### src/rtl/rule_rr_scheduler_if.sv
// Scheduler <-> scheduled-module bundle for rule_rr_scheduler.
// master: the scheduler (drives grants and watchdog status).
// slave:  the scheduled module (drives readiness and global enable).
interface rule_rr_scheduler_if #(
  parameter int N = 10
) ();
  localparam int IW = (N > 1) ? $clog2(N) : 1;

  logic          sched_en;
  logic [N-1:0]  rule_ready;
  logic [N-1:0]  rule_enable;
  logic          grant_valid;
  logic [IW-1:0] grant_idx;
  logic          starve;
  logic [IW-1:0] starve_idx;

  modport master (
    input  sched_en, rule_ready,
    output rule_enable, grant_valid, grant_idx, starve, starve_idx
  );

  modport slave (
    output sched_en, rule_ready,
    input  rule_enable, grant_valid, grant_idx, starve, starve_idx
  );
endinterface

### src/rtl/rule_rr_scheduler.sv
// rule_rr_scheduler: grants at most one ready rule per cycle, rotating
// priority after each burst of up to BURST consecutive grants.
// Optional starvation watchdog: define RULE_SCHED_WATCHDOG_EN to build it;
// otherwise starve/starve_idx are tied low.
module rule_rr_scheduler #(
  parameter int N            = 10,
  parameter int BURST        = 1,
  parameter int STARVE_LIMIT = 64
) (
  input  logic                 CLK,
  input  logic                 RST,
  rule_rr_scheduler_if.master  bus
);
  localparam int IW = (N > 1) ? $clog2(N) : 1;
  localparam int BW = $clog2(BURST + 1);

  // (base + off) mod N, with off < N
  function automatic logic [IW-1:0] wrap_add(input logic [IW-1:0] base, input int off);
    int s;
    s = int'(base) + off;
    if (s >= N) begin
      s = s - N;
    end else begin
      s = s;
    end
    return IW'(s);
  endfunction

  logic [IW-1:0] ptr_r, ptr_nx_s;
  logic [IW-1:0] owner_r, owner_nx_s;
  logic          owner_v_r, owner_v_nx_s;
  logic [BW-1:0] burst_cnt_r, burst_cnt_nx_s;

  logic          owner_hit_s;
  logic          scan_hit_s;
  logic [IW-1:0] scan_idx_s;
  logic          grant_v_s;
  logic [IW-1:0] grant_idx_s;
  logic [N-1:0]  enable_s;

  // Grant selection: burst continuation first, else rotating scan from ptr
  always_comb begin
    owner_hit_s = owner_v_r && bus.rule_ready[owner_r] && (burst_cnt_r < BW'(BURST));
    scan_hit_s  = 1'b0;
    scan_idx_s  = {IW{1'b0}};
    // walk from the farthest offset down so the nearest ready rule wins
    for (int i = N - 1; i >= 0; i--) begin
      scan_hit_s = scan_hit_s | bus.rule_ready[wrap_add(ptr_r, i)];
      scan_idx_s = bus.rule_ready[wrap_add(ptr_r, i)] ? wrap_add(ptr_r, i) : scan_idx_s;
    end
    if (RST || !bus.sched_en) begin
      grant_v_s   = 1'b0;
      grant_idx_s = {IW{1'b0}};
    end else if (owner_hit_s) begin
      grant_v_s   = 1'b1;
      grant_idx_s = owner_r;
    end else begin
      grant_v_s   = scan_hit_s;
      grant_idx_s = scan_idx_s;
    end
  end

  // One-hot-or-zero enable vector decoded from the grant
  always_comb begin
    enable_s = {N{1'b0}};
    for (int i = 0; i < N; i++) begin
      enable_s[i] = grant_v_s && (grant_idx_s == IW'(i));
    end
  end

  assign bus.rule_enable = enable_s;
  assign bus.grant_valid = grant_v_s;
  assign bus.grant_idx   = grant_idx_s;

  // Next pointer / owner / burst count from this cycle's grant outcome
  always_comb begin
    ptr_nx_s       = ptr_r;
    owner_nx_s     = owner_r;
    owner_v_nx_s   = owner_v_r;
    burst_cnt_nx_s = burst_cnt_r;
    if (grant_v_s) begin
      if (owner_v_r && (grant_idx_s == owner_r)) begin
        burst_cnt_nx_s = burst_cnt_r + 1'b1;
      end else begin
        owner_nx_s     = grant_idx_s;
        burst_cnt_nx_s = BW'(1'b1);
      end
      if (burst_cnt_nx_s == BW'(BURST)) begin
        ptr_nx_s     = wrap_add(grant_idx_s, 32'sd1);
        owner_v_nx_s = 1'b0;
      end else begin
        owner_v_nx_s = 1'b1;
      end
    end else begin
      // an idle or disabled cycle ends any burst and moves past its owner
      if (owner_v_r) begin
        ptr_nx_s = wrap_add(owner_r, 32'sd1);
      end else begin
        ptr_nx_s = ptr_r;
      end
      owner_v_nx_s   = 1'b0;
      burst_cnt_nx_s = {BW{1'b0}};
    end
  end

  // Scheduler state registers
  always_ff @(posedge CLK) begin
    if (RST) begin
      ptr_r       <= {IW{1'b0}};
      owner_r     <= {IW{1'b0}};
      owner_v_r   <= 1'b0;
      burst_cnt_r <= {BW{1'b0}};
    end else begin
      ptr_r       <= ptr_nx_s;
      owner_r     <= owner_nx_s;
      owner_v_r   <= owner_v_nx_s;
      burst_cnt_r <= burst_cnt_nx_s;
    end
  end

`ifdef RULE_SCHED_WATCHDOG_EN
  localparam int WW = $clog2(STARVE_LIMIT + 1);

  logic [WW-1:0] wait_cnt_r    [N];
  logic [WW-1:0] wait_cnt_nx_s [N];
  logic          starve_r, starve_nx_s;
  logic [IW-1:0] starve_idx_r, starve_idx_nx_s;

  // Per-rule saturating wait counters and lowest starved index
  always_comb begin
    for (int i = 0; i < N; i++) begin
      wait_cnt_nx_s[i] = wait_cnt_r[i];
      if (!bus.rule_ready[i] || enable_s[i]) begin
        wait_cnt_nx_s[i] = {WW{1'b0}};
      end else if (bus.sched_en && (wait_cnt_r[i] != WW'(STARVE_LIMIT))) begin
        wait_cnt_nx_s[i] = wait_cnt_r[i] + 1'b1;
      end else begin
        wait_cnt_nx_s[i] = wait_cnt_r[i];
      end
    end
    starve_nx_s     = 1'b0;
    starve_idx_nx_s = {IW{1'b0}};
    for (int i = N - 1; i >= 0; i--) begin
      starve_nx_s     = starve_nx_s | (wait_cnt_nx_s[i] == WW'(STARVE_LIMIT));
      starve_idx_nx_s = (wait_cnt_nx_s[i] == WW'(STARVE_LIMIT)) ? IW'(i) : starve_idx_nx_s;
    end
  end

  // Watchdog registers
  always_ff @(posedge CLK) begin
    if (RST) begin
      for (int i = 0; i < N; i++) begin
        wait_cnt_r[i] <= {WW{1'b0}};
      end
      starve_r     <= 1'b0;
      starve_idx_r <= {IW{1'b0}};
    end else begin
      for (int i = 0; i < N; i++) begin
        wait_cnt_r[i] <= wait_cnt_nx_s[i];
      end
      starve_r     <= starve_nx_s;
      starve_idx_r <= starve_idx_nx_s;
    end
  end

  assign bus.starve     = starve_r;
  assign bus.starve_idx = starve_idx_r;
`else
  assign bus.starve     = 1'b0;
  assign bus.starve_idx = {IW{1'b0}};
`endif

endmodule

### src/flat_wrapper.sv
// flat-port wrapper written by rule: the top's interface ports become plain ports
module rule_rr_scheduler_flat 
#(
  parameter int N            = 10,
  parameter int BURST        = 1,
  parameter int STARVE_LIMIT = 64
)
  (CLK, RST, bus_sched_en, bus_rule_ready, bus_rule_enable, bus_grant_valid, bus_grant_idx, bus_starve, bus_starve_idx);
  rule_rr_scheduler_if #(.N(N)) bus_i ();
  input  logic CLK;
  input  logic RST;
  input wire logic [$bits(bus_i.sched_en)-1:0] bus_sched_en;
  input wire logic [$bits(bus_i.rule_ready)-1:0] bus_rule_ready;
  output wire logic [$bits(bus_i.rule_enable)-1:0] bus_rule_enable;
  output wire logic [$bits(bus_i.grant_valid)-1:0] bus_grant_valid;
  output wire logic [$bits(bus_i.grant_idx)-1:0] bus_grant_idx;
  output wire logic [$bits(bus_i.starve)-1:0] bus_starve;
  output wire logic [$bits(bus_i.starve_idx)-1:0] bus_starve_idx;
  assign bus_i.sched_en = bus_sched_en;
  assign bus_i.rule_ready = bus_rule_ready;
  assign bus_rule_enable = bus_i.rule_enable;
  assign bus_grant_valid = bus_i.grant_valid;
  assign bus_grant_idx = bus_i.grant_idx;
  assign bus_starve = bus_i.starve;
  assign bus_starve_idx = bus_i.starve_idx;
  rule_rr_scheduler #(.N(N), .BURST(BURST), .STARVE_LIMIT(STARVE_LIMIT)) u_core (.CLK(CLK), .RST(RST), .bus(bus_i));
endmodule
### config.mk
export PLATFORM = sky130hd
export DESIGN_NAME = rule_rr_scheduler_flat
export DESIGN_NICKNAME = d
export VERILOG_FILES = /design/src/rtl/rule_rr_scheduler_if.sv /design/src/rtl/rule_rr_scheduler.sv /design/src/flat_wrapper.sv
export SDC_FILE = /design/constraint.sdc
export NUM_CORES = 1
export LEC_CHECK = 0
export BUFFER_PORTS_ARGS = -buffer_cell sky130_fd_sc_hd__buf_2
export CORE_UTILIZATION = 40
export DETAILED_ROUTE_END_ITERATION = 7
export MAX_ROUTING_LAYER = met4
export PLACE_DENSITY = 0.57
export SLEW_MARGIN = 15
export SYNTH_ARGS = -nofsm -noshare
export SYNTH_HDL_FRONTEND = slang
export SYNTH_SLANG_ARGS = --single-unit
export TNS_END_PERCENT = 30
### constraint.sdc
create_clock -name CLK -period 7.3 [get_ports CLK]
set_input_delay 0.365 -clock CLK [delete_from_list [all_inputs] [get_ports CLK]]
set_output_delay 0.365 -clock CLK [all_outputs]
set_load 0.03 [all_outputs]
==> summary.txt <==
Run status
  • Status: completed

Clock tree
  • CTS root buf: clkbuf_16
  • CTS clock-pin slew for the worst setup and hold paths: 0.04 ns
  • Post_cts resized: 0
  • Num CTS Buffers: 3
  • Clock Latency Late Sink: 0.24 ns
  • Clk sinks: 10
  • Hold buffer count at CTS: 0
  • CTS tree: yes
  • H-tree Lvls: 1
  • Post-CTS setup repair buffer count: 0
  • Longest Clk Path Bufs: 2

Placement
  • Placer congestion estimate: 0.941
  • Place WS: 1.34 ns
  • Buffers on Ports: 27
  • DP Wirelength: 12.8 mm

Setup path
  • Crit-path cells: ha_1 > xnor2_1 > ha_1 > a21oi_1 > a311oi_4 > mux2i_1 > or2_0 > o311ai_0 > a311oi_1 > o311ai_4 > a32oi_1 > inv_1 > ha_1 > xnor2_1 > ha_1 > inv_1 > and2_1 > a221oi_1 > o211ai_1 > o31ai_1
  • Crit-path leading delay family: compound AO/OA/AOI/OAI gates
  • Worst setup path class: register to register
  • Bufs and invs on worst path: 2
  • R2R Setup Slk: 1.21 ns
  • Req. time, crit path: 7.45 ns
  • Critical-path maximum fanout: 11
  • Most used cell, CP: ha_1
  • Signal arrival time at the worst endpoint: 6.24 ns
  • Slowest stage cell on the critical path: xnor2_1
  • Critical path's largest stage delay: 0.87 ns
  • Setup crit end kind: register
  • CP Launch Type: register

STA
  • Final Max Tran Viols: 0
  • Final Setup Violations: 0
  • Final WS setup: 1.21 ns
  • Final Hold Viols: 0
  • Clk_skew: 0.00300 ns
  • Period utilization: 83.4%
  • Setup Total Neg Slack: 0 ns
  • Final hold slack: 0.422 ns
  • Upper clock frequency limit: 164 MHz
  • Rel. slew slack: 28.6%
  • RSZ-0062 raised after global routing: no
  • Fin crit period: 6.09 ns
  • Least-Margin Pin Slew: 1.06 ns

Job
  • Max-Cap Viols: 0

Logic synthesis
  • Post-synthesis sequential area ratio: 4.24%
  • Synth Area in XOR/XNOR: 4.77%
  • Largest family of logic cells by synthesized area: compound AO/OA/AOI/OAI gates
  • YS warnings: 0
  • Synth Flop Type: dfxtp_1
  • Yosys top cell by area: ha_1
  • Syn_area_per_cell: 7.61 um2
  • Synth Register Bits: 10
  • Mapped Area: 0.00472 mm2
  • Synth unique cells: 101
  • Synth top area cells: ha_1 (8.0%), mux4_2 (7.2%), mux2i_1 (5.5%)
  • Adder-cell share of the synthesized area: 8.38%
  • FFs w/ async S/R, synth: 0%
  • Compound-Gate Fraction of Synth Area: 35.3%
  • Top-area cell type share of the netlist area: 7.95%
  • EDFF count, synth: 0
  • Syn Inst Count: 620
  • Post-synthesis mux area share: 15.9%
  • Post-synthesis simple-gate area fraction: 24.0%

Die
  • Die Y-Extent: 111 um
  • Ports: 33
  • Die area: 0.0122 mm2
  • CORE AREA: 0.0115 mm2
  • Starting density of the core: 41.2%
  • Cell Rows: 39
  • Chip Width: 111 um

Finish
  • Post-layout net count: 669
  • Syn-to-layout area delta: 5.54%
  • Layout cells sized above 1: 17.8%
  • Diode count: 0
  • Layout fillers: 1,143
  • Area of the multi-input gates: 0.00419 mm2
  • Register area: 201 um2

Global route
  • Vias in the first global route: 4,833
  • Pin count of the biggest net entering global routing: 51
  • Total global-route track usage: 27.9%
  • Congestion Overflow GR: 0
  • Initial antenna violation count: 0
  • Global-route wire length before repair: 27.0 mm

Routing
  • DRC viols: 0
  • Vias: 5,245
  • Detailed Routing Iterations Pass 1: 5
  • Drt total wl: 17.0 mm
  • Routed Antenna Nets: 0
  • 1st-iter DRT viols: 515
  • Via density: 6.84
  • WL per Instance: 22.2 um

Power
  • Leakage: 0.00195 uW
  • Power Dens Cells: 175 mW/mm2
  • Total Power: 874 uW
  • Maximum vdd drop: 0.0764 mV

Min path
  • Worst Hold Class: input port to register
cells by family (layout without fill, tap and decap cells):
| group | after synthesis | in the layout |
|---|---|---|
| AOI/OAI and AO/OA | 218 | 218 |
| xor gates and xnor gates | 21 | 21 |
| adders and majority gates | 31 | 31 |
| buffers and inverters | 72 | 72 |
| DFF | 10 | 10 |
| muxes | 54 | 54 |
| other | 1 | 5 |
| and+or+nand+nor | 213 | 213 |
metrics by stage:
stage               utilization (%)  cells  cell area [um2]
floorplan                         -    624             4730
global placement               42.7    763             4890
detailed placement             42.7    763             4890
CTS                            43.4    767             4980
global route                   43.4    767             4980
finish                         43.4    767             4980
flip-flops by register name (all words and copies together), names as in the netlist:
name,flops
u_core.owner_r,4
u_core.ptr_r,4
u_core.owner_v_r,1
u_core.burst_cnt_r,1
layout make-up:
| cell class | instances | share of cell area (%) |
|---|---|---|
| multi-input cells | 542 | 84.1 |
| flip-flops and latches | 10 | 4.04 |
| well taps | 143 | 3.59 |
| inverters | 32 | 2.41 |
| repair buffers | 36 | 4.07 |
| clock buffers | 4 | 1.78 |
where the power goes:
group | switching, uW | leakage [uW] | internal [uW] | total [uW]
logic | 434 | 0.00182 | 265 | 698
registers | 6.87 | 0.0000821 | 58.2 | 65.1
clock network | 28.1 | 0.0000442 | 82.6 | 111
final timing paths:
path                                 startpoint                             end  depth (start not counted)
setup reg to reg   u_core.ptr_r[1]$_SDFFE_PP0P_    u_core.ptr_r[2]$_SDFFE_PP0P_                         20
setup / recovery   u_core.ptr_r[1]$_SDFFE_PP0P_    u_core.ptr_r[2]$_SDFFE_PP0P_                         20
hold reg to reg   u_core.burst_cnt_r$_SDFF_PP0_   u_core.burst_cnt_r$_SDFF_PP0_                          3
hold / removal                              RST  u_core.owner_r[2]$_SDFFE_PP0P_                          2
cells in the mapped netlist, types with 8 or more instances:
cell type / number
a21o_1: 9
dfxtp_1: 10
mux4_2: 15
o21ai_0: 32
clkbuf_1: 17
a211oi_1: 9
nand2_1: 56
ha_1: 30
nand3_1: 22
nor3_1: 16
nor2_1: 37
buf_2: 9
a21oi_1: 37
mux2i_1: 26
and3_1: 11
buf_4: 8
nand2b_1: 14
o2111ai_1: 9
o21ai_1: 8
inv_1: 27
xnor2_1: 14
o211ai_1: 18
mux2_2: 10
routing by layer:
metal	wire (um)	global-route usage [%]	vias to the layer above
met5	0	-	-
met4	378	7.11	0
met3	1460	2.36	42
met2	7900	44.5	304
met1	7270	38.1	2497
li1	-	-	2402
cells in the final DEF, fill, tap and decap left out, types with 14 or more instances in the layout:
cell,count
mux2i_1,26
nor3_1,16
a21oi_1,37
nor2_1,37
xnor2_1,14
nand3_1,22
nand2_1,56
inv_1,27
o211ai_1,18
mux4_2,15
ha_1,30
buf_2,27
nand2b_1,14
o21ai_0,32
(Power assumes the default switching activity.)
